[src/rtl/bus_copy_initiator.sv]
// Word-copy initiator on the req/ack/resp memory bus: reads len words from a
// source address and writes each to a destination, one transaction at a time.
module bus_copy_initiator #(
   parameter int len_width = 16,
   parameter int timeout   = 255
) (
   input  logic                 clk_i,
   input  logic                 rst_i,
   input  logic                 start_i,
   input  logic [31:0]          src_addr_bi,
   input  logic [31:0]          dst_addr_bi,
   input  logic [len_width-1:0] len_bi,
   output logic                 busy_o,
   output logic                 done_o,
   output logic                 err_o,
   output logic [len_width-1:0] words_bo,
   output logic                 bus_req_o,
   output logic                 bus_we_o,
   output logic [31:0]          bus_addr_bi,
   output logic [3:0]           bus_be_bi,
   output logic [31:0]          bus_wdata_bi,
   input  logic                 bus_ack_i,
   input  logic                 bus_resp_i,
   input  logic [31:0]          bus_rdata_bi
);

   localparam int CNT_W = $clog2(timeout + 1);
   localparam logic [CNT_W-1:0]     CNT_ONE  = CNT_W'(1);
   localparam logic [CNT_W-1:0]     CNT_LAST = CNT_W'(timeout - 1);
   localparam logic [len_width-1:0] WORD_ONE = len_width'(1);

   typedef enum logic [2:0] {
      IDLE    = 3'd0,
      RD_REQ  = 3'd1,
      RD_WAIT = 3'd2,
      WR_REQ  = 3'd3,
      FIN     = 3'd4
   } state_t;

   state_t               state_r, state_s;
   logic [31:0]          src_r, src_s;
   logic [31:0]          dst_r, dst_s;
   logic [len_width-1:0] len_r, len_s;
   logic [len_width-1:0] words_r, words_s;
   logic [len_width-1:0] words_inc_s;
   logic [31:0]          data_r, data_s;
   logic [CNT_W-1:0]     cnt_r, cnt_s;
   logic                 err_r, err_s;
   logic                 wait_last_s;

   logic                 busy_r, busy_s;
   logic                 done_r, done_s;
   logic                 req_r, req_s;
   logic                 we_r, we_s;
   logic [31:0]          addr_r, addr_s;
   logic [3:0]           be_r, be_s;
   logic [31:0]          wdata_r, wdata_s;

   assign words_inc_s = words_r + WORD_ONE;
   // The stalled state aborts on the cycle that completes `timeout` waits.
   assign wait_last_s = (cnt_r == CNT_LAST);

   // Next-state and datapath update; the wait counter restarts on every state entry.
   always_comb begin
      state_s = state_r;
      src_s   = src_r;
      dst_s   = dst_r;
      len_s   = len_r;
      words_s = words_r;
      data_s  = data_r;
      err_s   = err_r;
      cnt_s   = {CNT_W{1'b0}};
      case (state_r)
         IDLE: begin
            if (start_i) begin
               src_s   = src_addr_bi;
               dst_s   = dst_addr_bi;
               len_s   = len_bi;
               err_s   = 1'b0;
               words_s = {len_width{1'b0}};
               if (len_bi == {len_width{1'b0}}) begin
                  state_s = FIN;
               end else begin
                  state_s = RD_REQ;
               end
            end else begin
               state_s = IDLE;
            end
         end
         RD_REQ: begin
            if (bus_ack_i) begin
               src_s   = src_r + 32'd4;
               state_s = RD_WAIT;
            end else if (wait_last_s) begin
               err_s   = 1'b1;
               state_s = FIN;
            end else begin
               cnt_s   = cnt_r + CNT_ONE;
            end
         end
         RD_WAIT: begin
            if (bus_resp_i) begin
               data_s  = bus_rdata_bi;
               state_s = WR_REQ;
            end else if (wait_last_s) begin
               err_s   = 1'b1;
               state_s = FIN;
            end else begin
               cnt_s   = cnt_r + CNT_ONE;
            end
         end
         WR_REQ: begin
            if (bus_ack_i) begin
               dst_s   = dst_r + 32'd4;
               words_s = words_inc_s;
               if (words_inc_s < len_r) begin
                  state_s = RD_REQ;
               end else begin
                  state_s = FIN;
               end
            end else if (wait_last_s) begin
               err_s   = 1'b1;
               state_s = FIN;
            end else begin
               cnt_s   = cnt_r + CNT_ONE;
            end
         end
         FIN: begin
            state_s = IDLE;
         end
         default: begin
            state_s = IDLE;
         end
      endcase
   end

   // Output values for the coming cycle, derived from the next state so they register cleanly.
   always_comb begin
      busy_s  = (state_s != IDLE);
      done_s  = (state_s == FIN);
      req_s   = (state_s == RD_REQ) || (state_s == WR_REQ);
      we_s    = (state_s == WR_REQ);
      be_s    = req_s ? 4'hF : 4'h0;
      if (state_s == RD_REQ) begin
         addr_s = src_s;
      end else if (state_s == WR_REQ) begin
         addr_s = dst_s;
      end else begin
         addr_s = 32'h0000_0000;
      end
      wdata_s = we_s ? data_s : 32'h0000_0000;
   end

   // State and datapath registers.
   always_ff @(posedge clk_i or negedge rst_i) begin
      if (!rst_i) begin
         state_r <= IDLE;
         src_r   <= 32'h0000_0000;
         dst_r   <= 32'h0000_0000;
         len_r   <= {len_width{1'b0}};
         words_r <= {len_width{1'b0}};
         data_r  <= 32'h0000_0000;
         cnt_r   <= {CNT_W{1'b0}};
         err_r   <= 1'b0;
      end else begin
         state_r <= state_s;
         src_r   <= src_s;
         dst_r   <= dst_s;
         len_r   <= len_s;
         words_r <= words_s;
         data_r  <= data_s;
         cnt_r   <= cnt_s;
         err_r   <= err_s;
      end
   end

   // Registered bus and status outputs.
   always_ff @(posedge clk_i or negedge rst_i) begin
      if (!rst_i) begin
         busy_r  <= 1'b0;
         done_r  <= 1'b0;
         req_r   <= 1'b0;
         we_r    <= 1'b0;
         addr_r  <= 32'h0000_0000;
         be_r    <= 4'h0;
         wdata_r <= 32'h0000_0000;
      end else begin
         busy_r  <= busy_s;
         done_r  <= done_s;
         req_r   <= req_s;
         we_r    <= we_s;
         addr_r  <= addr_s;
         be_r    <= be_s;
         wdata_r <= wdata_s;
      end
   end

   assign busy_o       = busy_r;
   assign done_o       = done_r;
   assign err_o        = err_r;
   assign words_bo     = words_r;
   assign bus_req_o    = req_r;
   assign bus_we_o     = we_r;
   assign bus_addr_bi  = addr_r;
   assign bus_be_bi    = be_r;
   assign bus_wdata_bi = wdata_r;

endmodule

[config.mk]
export PLATFORM = sky130hd
export DESIGN_NAME = bus_copy_initiator
export DESIGN_NICKNAME = d
export VERILOG_FILES = /design/src/rtl/bus_copy_initiator.sv
export SDC_FILE = /design/constraint.sdc
export NUM_CORES = 1
export LEC_CHECK = 0
export BUFFER_PORTS_ARGS = -buffer_cell sky130_fd_sc_hd__buf_2
export CORE_MARGIN = 5
export CORE_UTILIZATION = 30
export DETAILED_ROUTE_END_ITERATION = 16
export GPL_TIMING_DRIVEN = 0
export HOLD_SLACK_MARGIN = 0.12
export SYNTH_ARGS = -nofsm -noshare
export SYNTH_HDL_FRONTEND = slang
export SYNTH_SLANG_ARGS = --single-unit
[constraint.sdc]
create_clock -name clk_i -period 5.5 [get_ports clk_i]
set_input_delay 1.65 -clock clk_i [delete_from_list [all_inputs] [get_ports clk_i]]
set_output_delay 1.65 -clock clk_i [all_outputs]
set_load 0.05 [all_outputs]
Yosys cells after proc, flatten, opt, wreduce, memory -nomap -nowiden. Cells that the tools add are included.

Flip-flop bits (word level): 212. Input bits: 117. Output and inout port bits: 89. Logic and storage cells: 73.

Add/subtract/negate cells: 4. Magnitude comparators: 1. Equal/unequal tests: 11. Muxes and demuxes: 32. Reduce and logical (&&, ||, !) cells: 10.

Operator list (count): 32-bit 2-to-1 mux (9); 32-bit case mux with 2 select lines (2); 32-bit by 3-bit adder with 32-bit output (second input constant) (2); 16-bit 2-to-1 mux (2); 16-bit case mux with 2 select lines (1); 8-bit 2-to-1 mux (3); 3-bit 2-to-1 mux (7); 16-bit by 1-bit adder with 16-bit output (second input constant) (1); 16-bit zero test (1); 16-bit less-than comparator (1); 8-bit case mux with 2 select lines (1); 3-bit case mux with 4 select lines (1); 3-bit by 2-bit equality test with 1-bit output (second input constant) (3); 8-bit by 1-bit adder with 8-bit output (second input constant) (1); 8-bit equality test (second input constant) (1); 2-bit != test (second input constant) (4); 3-bit by 1-bit equality test with 1-bit output (second input constant) (2); 3-bit nonzero test (2); 1-bit 2-to-1 mux (4); 4-bit 2-to-1 mux (1); 4-bit AND reduction (1); 3-bit equality test (second input constant) (1); 3-bit zero test (1); 1-bit case mux with 3 select lines (1); other kinds (5) (5).

Depth between registers and ports, before layout. Gate-level depths: netlist (run 1).

Depth in word-level cells: 8. Gate-level depth with buffers: 14.

Worst setup path after synthesis (run 1). Ideal clock, no wire load.

Path kind: reg2reg. Start: register words_r[6], in the netlist words_bo[6]. End: register addr_r[10], in the netlist bus_addr_bi[10]. Arrival: 3.703 ns. Data required time: 5.359 ns. Path slack: 1.656 ns. Cell stages (with the launch flop): 15. Period minus slack after synthesis: 3.844 ns. Cells stage by stage: dfrtp_1 > clkbuf_1 > nand4_1 > nor4_1 > and3_1 > xor2_1 > ha_1 > nand4_1 > nor2_1 > nand4_1 > o311ai_1 > o211a_1 > clkbuf_1 > clkbuf_1 > a211oi_1.

Cells in the longest elaborated chain, start to end: 8. Elaborated cells on any way between the ends: 9.

RTL lines: from (decl) (line 44) `logic [len_width-1:0] words_r, words_s;`; from (signal assigned) (line 161) `words_r <= {len_width{1'b0}};`; from (signal assigned) (line 170) `words_r <= words_s;`; 16-bit by 1-bit adder with 16-bit output (*) (line 59) `assign words_inc_s = words_r + WORD_ONE;`; 16-bit less-than comparator (*) (line 116) `if (words_inc_s < len_r) begin`; 3-bit 2-to-1 mux (*) (line 116); 3-bit 2-to-1 mux (*) (line 113) `if (bus_ack_i) begin`; 3-bit case mux with 4 select lines (*) (line 73) `case (state_r)`; 3-bit by 2-bit equality test with 1-bit output (line 146) `end else if (state_s == WR_REQ) begin`; 32-bit 2-to-1 mux (line 146); 32-bit 2-to-1 mux (*) (line 144) `if (state_s == RD_REQ) begin`; via addr_s[10] (line 55) `logic [31:0] addr_r, addr_s;`; to (signal assigned) (line 192) `addr_r <= addr_s;`; to (decl) (line 55).

Mark *: on every way through the listed nets, which the timed path passes. The rest lies on a longest branch. A chain may end at the register's enable or synchronous reset.

Final worst setup path (run 1).
Start: register words_r[6], in the netlist words_bo[6]. End: register addr_r[6], in the netlist bus_addr_bi[6].

The elaborated chain is that of the path after synthesis.

==> qor_table.md, run 1 <==
| Parameter | Value |
| --- | --- |
| Cell area after layout | 0.0128 sq mm |
| Part of the total power dissipated in the clock network | 20.5% |
| Number of detailed-route iterations in the first pass | 6 |
| Residual DRC count | 0 |
| Unrepaired setup endpoints after global routing | no |
| Remaining max-slew budget at the tightest pin | 26.8% |
| Internal power | 0.00430 W |
| Clock transition time at the flip-flop clock pins of the worst setup and hold paths | 0.06 ns |
| Worst Max-Slew Pin Slew | 1.09 ns |
| Cell with the largest stage delay on the worst path | nor4_1 |
| TritonCTS clock tree | yes |
| Post-detailed-placement cell area | 0.0120 sq mm |
| Post-synthesis async set-or-reset flop share | 100% |
| Ant. Diodes | 0 |
| Tot GR Track Use | 18.0% |
| Final Skew | 0.0136 ns |
| Number of vias after detailed routing | 9,258 |
| CP Data Arrival Time | 5.35 ns |
| Class of the tightest hold or removal check | reg -> reg |
| Layout fillers | 3,492 |
| Number of synthesized register bits | 208 |
| Die area | 0.0385 sq mm |
| Setup-failing EPs final | 0 |
| Post-synthesis cell area | 0.0104 sq mm |
| Average via count per standard cell | 5.23 |
| Register area share after synthesis | 50.0% |
| Overall die height | 196 um |
| Ratio of final minimum period to clock period | 90.9% |
| Hold Fails Final Rpt | 0 |
| Category of the worst setup path launch point | flip-flop |
| Crit path required time | 5.85 ns |
| PortBufs | 204 |
| IO Count | 206 |
| Insertion delay to the later sink of the worst-skew pair | 0.52 ns |
| Area inside the core boundary | 0.0344 sq mm |
| Vias in the first global route | 9,092 |
| Switching Fraction | 46.9% |
| Non-Filler Instances | 1,769 |
| Critical path cell sequence | clkbuf_1, nand4_1, nor4_1, and3_1, xor2_1, ha_1, nand4_1, nor2_1, nand4_1, o311ai_1, o211a_1, clkbuf_1, clkbuf_1, nor3_1 |
| Root buf cell | clkbuf_16 |
| Count of antenna-violating nets left after detailed routing | 0 |
| Kind of cell with the highest combined delay on the critical path | simple AND/OR/NAND/NOR gates |
| Syn nets | 1,203 |
| Layout cells sized above 1 | 24.0% |
| Net count, final | 1,435 |
| Critical path capture point type | flip-flop |
| Power share of the combinational group | 48.1% |
| Flip-flop cell with the highest count after synthesis | dfrtp_1 |
| Synthesized netlist cell count | 1,066 |
| Final min period | 5.00 ns |
| GPL Wtd Cong | 0.932 |
| Kind of critical path | reg -> reg |
| Fraction of power consumed by sequential logic | 31.4% |
| Number of buffers added to fix hold violations after cts | 0 |
| Starting utilization of the core area | 30.3% |
| Highest Clock Rate | 200 MHz |
| H-tree lvl count | 1 |
| Maximum fanout count along the critical path | 10 |
| Post-placement cell count | 1,726 |
| Largest stage delay on the critical path | 0.69 ns |
| Max-cap violation count | 0 |
| Total power density per cell area | 631 mW/mm^2 |
| Largest net degree at the start of global routing | 106 |
| Average wire length per cell after detail routing | 20.4 um |
| Placed wire-length estimate after detailed placement | 26,600 um |
| Outcome | completed |
| Area growth from synthesis to layout | 23.5% |
| Setup bufs post-CTS | 0 |
| Leakage Power | 6.13 nW |
| Switching power | 0.00381 W |
| Routed wire length | 36,000 um |
| Fin Setup TNS | 0 ns |
| Per-instance average area after synthesis | 9.76 sq um |
| DIE WIDTH | 196 um |
| Count of distinct cell types in the synthesized netlist | 69 |
| Total power after layout | 0.00811 W |
| Largest vdd supply drop | 0.327 mV |
| Cts bufs inserted | 25 |
| Resized cells post-CTS | 0 |
| Total congestion overflow | 0 |
| Number of antenna violations at the first check in global routing | 0 |
| Initial detailed-routing violation count | 1,018 |
| Worst path buffer plus inverter count | 3 |
| Count of flip-flops with a built-in enable after synthesis | 0 |
| Row Count | 68 |
| Yosys warnings | 0 |
| CTS Sinks | 208 |
| Count of final max-slew check failures | 0 |
| Wire length of the first global-routing pass | 54,400 um |
| Bufs on Longest Clock Path | 3 |
| Utilization after layout | 37.4% |
cell families after synthesis:
kind of cell,Yosys count,synth area share (%)
xor gates and xnor gates,26,2.19
DFF,208,50.0
adders and majority gates,20,2.40
AOI/OAI and AO/OA,225,14.6
muxes,41,4.35
buffers and inverters,108,4.24
and+or+nand+nor,438,22.2
layer usage:
layer,track usage (%),part of all wire [%],up-vias
met5,0,0,-
met4,5.69,3.1,0
met3,3.59,8.2,61
met2,28.4,45,431
met1,25.0,43,4437
li1,-,-,4329
path summary, 6_finish.rpt:
kind	from	to	slack, ns	cells after the start
setup / recovery	words_bo[6]	bus_addr_bi[6]	0.50	14
max in group asynchronous	rst_i	dst_r[5]	3.33	2
min in group asynchronous	rst_i	data_r[5]	1.16	1
hold reg to reg	dst_r[0]	dst_r[0]	0.48	2
setup reg to reg	words_bo[6]	bus_addr_bi[6]	0.50	14
hold / removal	dst_r[0]	dst_r[0]	0.48	2
worst reg2reg max path, cell delays in order, from the launching register on:
cell and delay [ns]:
dfrtp_1 0.34, clkbuf_1 0.25, nand4_1 0.21, nor4_1 0.69, and3_1 0.31, xor2_1 0.09
ha_1 0.29, nand4_1 0.15, nor2_1 0.14, nand4_1 0.11, o311ai_1 0.56, o211a_1 0.39
clkbuf_1 0.48, clkbuf_1 0.61, nor3_1 0.22
state kept, by name (all words and copies together) (netlist names):
register      flops
bus_addr_bi      32
bus_wdata_bi     32
data_r           32
dst_r            32
src_r            32
len_r            16
words_bo         16
cnt_r             8
state_r           3
bus_be_bi         1
bus_we_o          1
busy_o            1
done_o            1
err_o             1
area by class of cell:
type / instances / area (sq um) / area share (%)
Buffer: 72 / 307 / 2.39
Clock buffer: 31 / 668 / 5.20
Clock inverter: 12 / 145 / 1.13
Inverter: 36 / 135 / 1.05
Multi-Input combinational cell: 750 / 4760 / 37.1
Sequential cell: 208 / 5200 / 40.5
Tap cell: 455 / 569 / 4.43
Timing Repair Buffer: 205 / 1060 / 8.24
Yosys cell counts, drive strengths merged (7+ instances only):
cell type | instances | share of area (%)
and3b | 32 | 2.7
nor3 | 22 | 1.1
o211ai | 11 | 0.79
nor4 | 27 | 1.8
a31oi | 8 | 0.48
nor2 | 75 | 2.7
buf | 31 | 1.5
a21o | 11 | 0.79
o311ai | 11 | 0.93
o31ai | 9 | 0.65
nand3 | 46 | 2.2
mux2i | 7 | 0.67
a211oi | 14 | 1.1
a311oi | 11 | 0.93
o21ai | 58 | 2.8
ha | 20 | 2.4
xor2 | 10 | 0.84
clkbuf | 41 | 1.5
inv | 36 | 1.3
and3 | 23 | 1.4
dfrtp | 208 | 50
xnor2 | 16 | 1.3
a221o | 9 | 0.87
nand4 | 27 | 1.9
mux2 | 34 | 3.7
nand2 | 138 | 5.0
a22oi | 8 | 0.58
a21oi | 43 | 2.1
power by group through the flow:
| stage | Sequential (W) | Combinational [W] | Clock [W] |
|---|---|---|---|
| global route | 0.00262 | 0.00419 | 0.00176 |
| CTS | 0.00254 | 0.00388 | 0.00170 |
| floorplan | 0.00320 | 0.00194 | 0 |
| finish | 0.00255 | 0.00390 | 0.00166 |
| detailed placement | 0.00256 | 0.00387 | 0 |
| global placement | 0.00254 | 0.00383 | 0 |
layout by cell type, fill, tap and decap left out, drive strengths merged, types with 27 or more instances in the layout:
cell,n
nand4,27
mux2,34
buf,236
nor2,75
o21ai,58
nand3,46
dfrtp,208
nand2,138
clkbuf,72
and3b,32
nor4,27
a21oi,43
inv,37
metrics by stage:
stage / worst slack, ns / hold slack, ns
floorplan: 1.66 / 0.441
global placement: -0.903 / 0.457
detailed placement: 0.472 / 0.463
CTS: 0.431 / 0.478
global route: 0.131 / 0.501
finish: 0.502 / 0.479
Note: power is estimated with default switching activity, not from simulation.
==> run 2: changes to the inputs <==
REMOVE_ABC_BUFFERS = 1   (was default)
==> run 2 against run 1 <==
  * Critical endpoint is now bus_addr_bi[2]
  * Final area is 0.57% lower
  * Clock-buffer cell count stayed put
  * Worst hold slack worse by 0.0034 ns
==> qor_table.md, run 2 (synthesis results as in run 1) <==
| Parameter | Value | Delta |
| --- | --- | --- |
| Outcome | completed |  |
| Highest Clock Rate | 219 MHz | +9.6% |
| Tot GR Track Use | 15.9% | -2.1 points |
| Non-Filler Instances | 1,712 | -3.2% |
| Initial detailed-routing violation count | 542 | -47% |
| Ratio of final minimum period to clock period | 82.9% | -8.0 points |
| IO Count | 206 | unchanged |
| Worst Setup SP | state_r[0] |  |
| TritonCTS clock tree | yes |  |
| Setup-failing EPs final | 0 | unchanged |
| Routed wire length | 31,500 um | -13% |
| Total power density per cell area | 617 mW/mm^2 | -2.2% |
| Layout cells sized above 1 | 24.9% | +0.87 points |
| Most common cell after layout, fill and taps aside | dfrtp_1 |  |
| Vias in the first global route | 8,880 | -2.3% |
| Total congestion overflow | 0 | unchanged |
| Starting utilization of the core area | 30.3% | unchanged |
| Placed wire-length estimate after detailed placement | 22,000 um | -17% |
| Beginning of the worst hold path | src_r[1] |  |
| Number of buffers added to fix hold violations after cts | 0 | unchanged |
| Remaining max-slew budget at the tightest pin | 4.31% | -22 points |
| Bufs on Longest Clock Path | 3 | unchanged |
| Resized cells post-CTS | 0 | unchanged |
| Count of antenna-violating nets left after detailed routing | 0 | unchanged |
| Hold Fails Final Rpt | 0 | unchanged |
| Average wire length per cell after detail routing | 18.4 um | -9.6% |
| Row Count | 68 | unchanged |
| PortBufs | 205 | +0.49% |
| Overall die height | 196 um | unchanged |
| Max-cap violation count | 0 | unchanged |
| Class of the tightest hold or removal check | reg -> reg |  |
| Number of detailed-route iterations in the first pass | 5 | -1 |
| Largest vdd supply drop | 0.357 mV | +9.2% |
| Crit path required time | 5.86 ns | about the same |
| Largest stage delay on the critical path | 1.30 ns | +0.61 ns |
| Highest-count cells in the layout ignoring fill and taps | dfrtp_1, buf_2, nand2_1, nor2_1, o21ai_0 |  |
| Critical path capture point type | flip-flop |  |
| Area growth from synthesis to layout | 22.8% |  |
| Setup bufs post-CTS | 0 | unchanged |
| DIE WIDTH | 196 um | unchanged |
| Post-placement cell count | 1,666 | -3.5% |
| Die area | 0.0385 sq mm | unchanged |
| Critical path cell sequence | nand3b_1, buf_16, nor2_1, nor2_1, a221o_1, nand2_1, a21oi_1 |  |
| Launch instance of the worst register-to-register path | state_r[0] |  |
| Final min period | 4.56 ns | -0.439 ns |
| Kind of critical path | reg -> reg |  |
| Insertion delay to the later sink of the worst-skew pair | 0.53 ns | about the same |
| Area inside the core boundary | 0.0344 sq mm | unchanged |
| Leakage Power | 6.09 nW | -0.70% |
| Net count, final | 1,375 | -4.2% |
| Residual DRC count | 0 | unchanged |
| Layout fillers | 3,522 | +0.86% |
| Unrepaired setup endpoints after global routing | no |  |
| Number of antenna violations at the first check in global routing | 7 | +7 |
| CTS Sinks | 208 | unchanged |
| Total power after layout | 0.00788 W | -2.7% |
| H-tree lvl count | 1 | unchanged |
| Root buf cell | clkbuf_16 |  |
| Average via count per standard cell | 5.27 | +0.77% |
| Cts bufs inserted | 25 | unchanged |
| Cell repeated most along the worst path | nor2_1 |  |
| CP Data Arrival Time | 4.92 ns | -0.43 ns |
| GPL Wtd Cong | 0.833 | -11% |
| Clock transition time at the flip-flop clock pins of the worst setup and hold paths | 0.06 ns | about the same |
| Number of vias after detailed routing | 9,029 | -2.5% |
| Worst Max-Slew Pin Slew | 1.44 ns | +0.347 ns |
| Final Skew | 0.0140 ns | +0.000323 ns |
| Largest net degree at the start of global routing | 107 | +0.94% |
| Wire length of the first global-routing pass | 49,700 um | -8.6% |
| Maximum fanout count along the critical path | 38 | +28 |
| Category of the worst setup path launch point | flip-flop |  |
| Cell with the largest stage delay on the worst path | dfrtp_1 |  |
| Count of final max-slew check failures | 0 | unchanged |
==> run 2: changes by cell type in the layout (fill, tap and decap cells not counted), moves of 3 or more <==
cell	before	now
clkbuf_1	44	4
buf_2	219	204
buf_1	11	0
buf_8	1	6
buf_4	4	1
==> run 2: through the flow <==
step	TNS [ns]	setup slack [ns]	utilization [%]	instance area [sq um]	hold slack [ns]
finish	0	0.940	37.2	12800	0.475
global route	0	0.657	37.2	12800	0.498
floorplan	-78.29	-1.34	-	10100	0.441
detailed placement	0	0.537	34.8	11900	0.462
global placement	-786.30	-5.92	34.0	11700	0.458
CTS	0	1.01	37.2	12800	0.476
==> run 2: power breakdown <==
part / leakage (nW) / switching, W / internal, W / total, W
clock network: 0.414 / 0.000667 / 0.00100 / 0.00167
registers: 2.66 / 0.000493 / 0.00216 / 0.00265
logic: 3.01 / 0.00242 / 0.00115 / 0.00356
==> run 2: worst paths after layout <==
| check | to | slack, ns | cells past startpoint |
|---|---|---|---|
| min reg2reg | src_r[1] | 0.48 | 2 |
| min in group asynchronous | src_r[20] | 1.16 | 1 |
| max in group asynchronous | data_r[12] | 3.34 | 2 |
| max reg2reg | bus_addr_bi[2] | 0.94 | 7 |
| min | src_r[1] | 0.48 | 2 |
| max | bus_addr_bi[2] | 0.94 | 7 |
==> run 2: area by class of cell <==
cell class,count,area [sq um],area share (%)
clock inverters,14,156,1.22
repair buffers,217,1240,9.73
diodes,1,2.50,0.0196
multi-input cells,750,4800,37.5
flip-flops and latches,208,5200,40.7
inverters,36,135,1.06
clock buffers,31,668,5.23
well taps,455,569,4.46
==> run 2: routing by layer <==
layer | vias to the layer above | part of all wire [%] | GRT usage [%]
met3 | 60 | 8.6 | 4.17
met4 | 12 | 2.5 | 3.75
met1 | 4407 | 42 | 21.3
met5 | - | 0.26 | 0
met2 | 334 | 47 | 25.9
li1 | 4216 | - | -
==> run 2: critical path, delay by kind of cell, from the launching register on <==
kind                   cells  cell delay, ns
AOI/OAI and AO/OA          2            0.51
buffers and inverters      1            0.41
DFF                        1            1.30
and+or+nand+nor            4            2.15
==> run 3: changes to the inputs <==
clock period = 4.78 ns   (was 5.5 ns; I/O delays follow)
==> run 3 against run 2 <==
  * Via count decreased by 0.11%
  * Clock-buffer cell count unchanged
  * First-iteration DRC count increased by 8.1%
  * Cell count unchanged
  * Register-to-register slack got worse by 0.51 ns
  * Die area unchanged
  * Utilization about the same
  * Power increased by 15%
  * Worst hold slack about the same
  * Worst setup slack got worse by 0.51 ns
  * Combinational power increased by 15%
==> qor_table.md, run 3 (synthesis results as in run 1) <==
| Parameter | Value | Delta |
| --- | --- | --- |
| IO Count | 206 | unchanged |
| Highest routed metal layer | met5 |  |
| Number of buffers added to fix hold violations after cts | 0 | unchanged |
| Kind of critical path | reg -> reg |  |
| Insertion delay to the later sink of the worst-skew pair | 0.53 ns | about the same |
| CP Data Arrival Time | 4.65 ns | -0.27 ns |
| Total congestion overflow | 0 | unchanged |
| Worst path buffer plus inverter count | 0 | -1 |
| DIE WIDTH | 196 um | unchanged |
| Setup-failing EPs final | 0 | unchanged |
| Average wire length per cell after detail routing | 18.5 um | +0.30% |
| Routed wire length | 31,600 um | +0.30% |
| FF+latch area | 0.00521 sq mm | about the same |
| Class of the tightest hold or removal check | reg -> reg |  |
| Category of the worst setup path launch point | flip-flop |  |
| Hold Fails Final Rpt | 0 | unchanged |
| Routed wl met2 | 14,700 um | -0.31% |
| H-tree lvl count | 1 | unchanged |
| Unrepaired setup endpoints after global routing | no |  |
| Residual DRC count | 0 | unchanged |
| Largest vdd supply drop | 0.411 mV | +15% |
| Crit path required time | 5.09 ns | -0.77 ns |
| Critical path cell sequence | ha_1, nand3_1, or2_2, nor3_1, xor2_1, ha_1, nand4_1, nor2_1, nand4_1, o311ai_1, o211a_4, a311oi_1 |  |
| GPL Wtd Cong | 0.833 | unchanged |
| Number of antenna violations at the first check in global routing | 7 | unchanged |
| Kind of cell with the highest combined delay on the critical path | compound AO/OA/AOI/OAI gates |  |
| Starting utilization of the core area | 30.3% | unchanged |
| Worst Max-Slew Pin Slew | 1.35 ns | -0.0823 ns |
| Layout cells sized above 1 | 25.0% | +0.080 points |
| Clock transition time at the flip-flop clock pins of the worst setup and hold paths | 0.06 ns | about the same |
| Ratio of final minimum period to clock period | 91.0% | +8.1 points |
| Row Count | 68 | unchanged |
| TritonCTS clock tree | yes |  |
| Highest-count cells in the layout ignoring fill and taps | dfrtp_1, buf_2, nand2_1, nor2_1, o21ai_0 |  |
| Area inside the core boundary | 0.0344 sq mm | unchanged |
| Setup bufs post-CTS | 0 | unchanged |
| Highest Clock Rate | 230 MHz | +4.8% |
| Final min period | 4.35 ns | -0.210 ns |
| Power share of the combinational group | 45.2% | about the same |
| Most common cell after layout, fill and taps aside | dfrtp_1 |  |
| Cts bufs inserted | 25 | unchanged |
| Largest stage delay on the critical path | 0.81 ns | -0.49 ns |
| Max-cap violation count | 0 | unchanged |
| Switching power | 0.00412 W | +15% |
| Maximum fanout count along the critical path | 67 | +76% |
| Wire length of the first global-routing pass | 49,700 um | unchanged |
| Critical path capture point type | flip-flop |  |
| Die area | 0.0385 sq mm | unchanged |
| Switching Fraction | 45.4% | about the same |
| Bufs on Longest Clock Path | 3 | unchanged |
| Met3 Routed Length | 2650 um | -2.5% |
| Tot GR Track Use | 15.9% | unchanged |
| Placed wire-length estimate after detailed placement | 22,000 um | unchanged |
| PortBufs | 205 | unchanged |
| Utilization after layout | 37.2% | about the same |
| Count of antenna-violating nets left after detailed routing | 0 | unchanged |
| Average via count per standard cell | 5.27 | -0.11% |
| Part of the total power dissipated in the clock network | 21.2% | about the same |
| Leakage Power | 6.09 nW | about the same |
| Number of vias after detailed routing | 9,019 | -0.11% |
| Fraction of power consumed by sequential logic | 33.6% | about the same |
| Remaining max-slew budget at the tightest pin | 9.80% | +5.5 points |
| Final Skew | 0.0150 ns | +0.00106 ns |
| Total power density per cell area | 710 mW/mm^2 | +15% |
| Final hold slack | 0.475 ns | -0.00000400 ns |
| CTS Sinks | 208 | unchanged |
| Overall die height | 196 um | unchanged |
| Area growth from synthesis to layout | 22.8% | about the same |
| Initial detailed-routing violation count | 586 | +8.1% |
| Root buf cell | clkbuf_16 |  |
| Layout fillers | 3,525 | +0.085% |
| Outcome | completed |  |
| Worst slack, placed | 0.0335 ns | -0.504 ns |
| Vias in the first global route | 8,880 | unchanged |
| Count of final max-slew check failures | 0 | unchanged |
| Post-route worst setup slack | 0.430 ns | -0.510 ns |
| Internal power | 0.00496 W | +15% |
| Net count, final | 1,375 | unchanged |
| Largest net degree at the start of global routing | 107 | unchanged |
| M1 wire length | 13,400 um | +1.1% |
| Resized cells post-CTS | 0 | unchanged |
| Area of combinational cells with multiple inputs | 0.00480 sq mm | unchanged |
| Number of detailed-route iterations in the first pass | 6 | +1 |
| Cell with the largest stage delay on the worst path | o211a_4 |  |
run 3: path summary, 6_finish.rpt:
kind	from	endpoint	slack (ns)	cells after the start
setup / recovery	words_bo[0]	bus_addr_bi[20]	0.43	12
hold / removal	src_r[1]	src_r[1]	0.48	2
setup reg to reg	words_bo[0]	bus_addr_bi[20]	0.43	12
hold reg to reg	src_r[1]	src_r[1]	0.48	2
max in group asynchronous	rst_i	data_r[12]	2.85	2
min in group asynchronous	rst_i	src_r[20]	0.93	1
run 3: area by class of cell:
cell class	count	area share (%)
Antenna cell	1	0.0196
Clock buffer	31	5.23
Clock inverter	14	1.22
Inverter	36	1.06
Multi-Input combinational cell	750	37.5
Sequential cell	208	40.7
Tap cell	455	4.46
Timing Repair Buffer	217	9.73
run 3: per-layer routing:
| layer | vias to the layer above | global-route usage, % |
|---|---|---|
| li1 | 4211 | - |
| met1 | 4409 | 21.3 |
| met2 | 318 | 25.9 |
| met3 | 69 | 4.17 |
| met4 | 12 | 3.75 |
| met5 | - | 0 |
run 3: tightest hold or removal path: stages (launching register included):
cell and delay, ns:
dfrtp_1 0.32, nand2_1 0.04, nand2_1 0.07
run 3: stage by stage:
step	cells	cell area (sq um)	TNS, ns	total power (W)
floorplan	994	10100	-149.14	0.00578
global placement	1654	11700	-965.35	0.00705
detailed placement	1666	11900	0	0.00719
CTS	1711	12800	0	0.00916
global route	1711	12800	0	0.00967
finish	1712	12800	0	0.00908
run 3: power groups by stage:
stage               Clock (W)  Sequential [W]  Combinational (W)
floorplan                   0         0.00382            0.00196
global placement            0         0.00305            0.00400
detailed placement          0         0.00307            0.00413
CTS                   0.00198         0.00304            0.00414
global route          0.00204         0.00315            0.00447
finish                0.00192         0.00305            0.00411
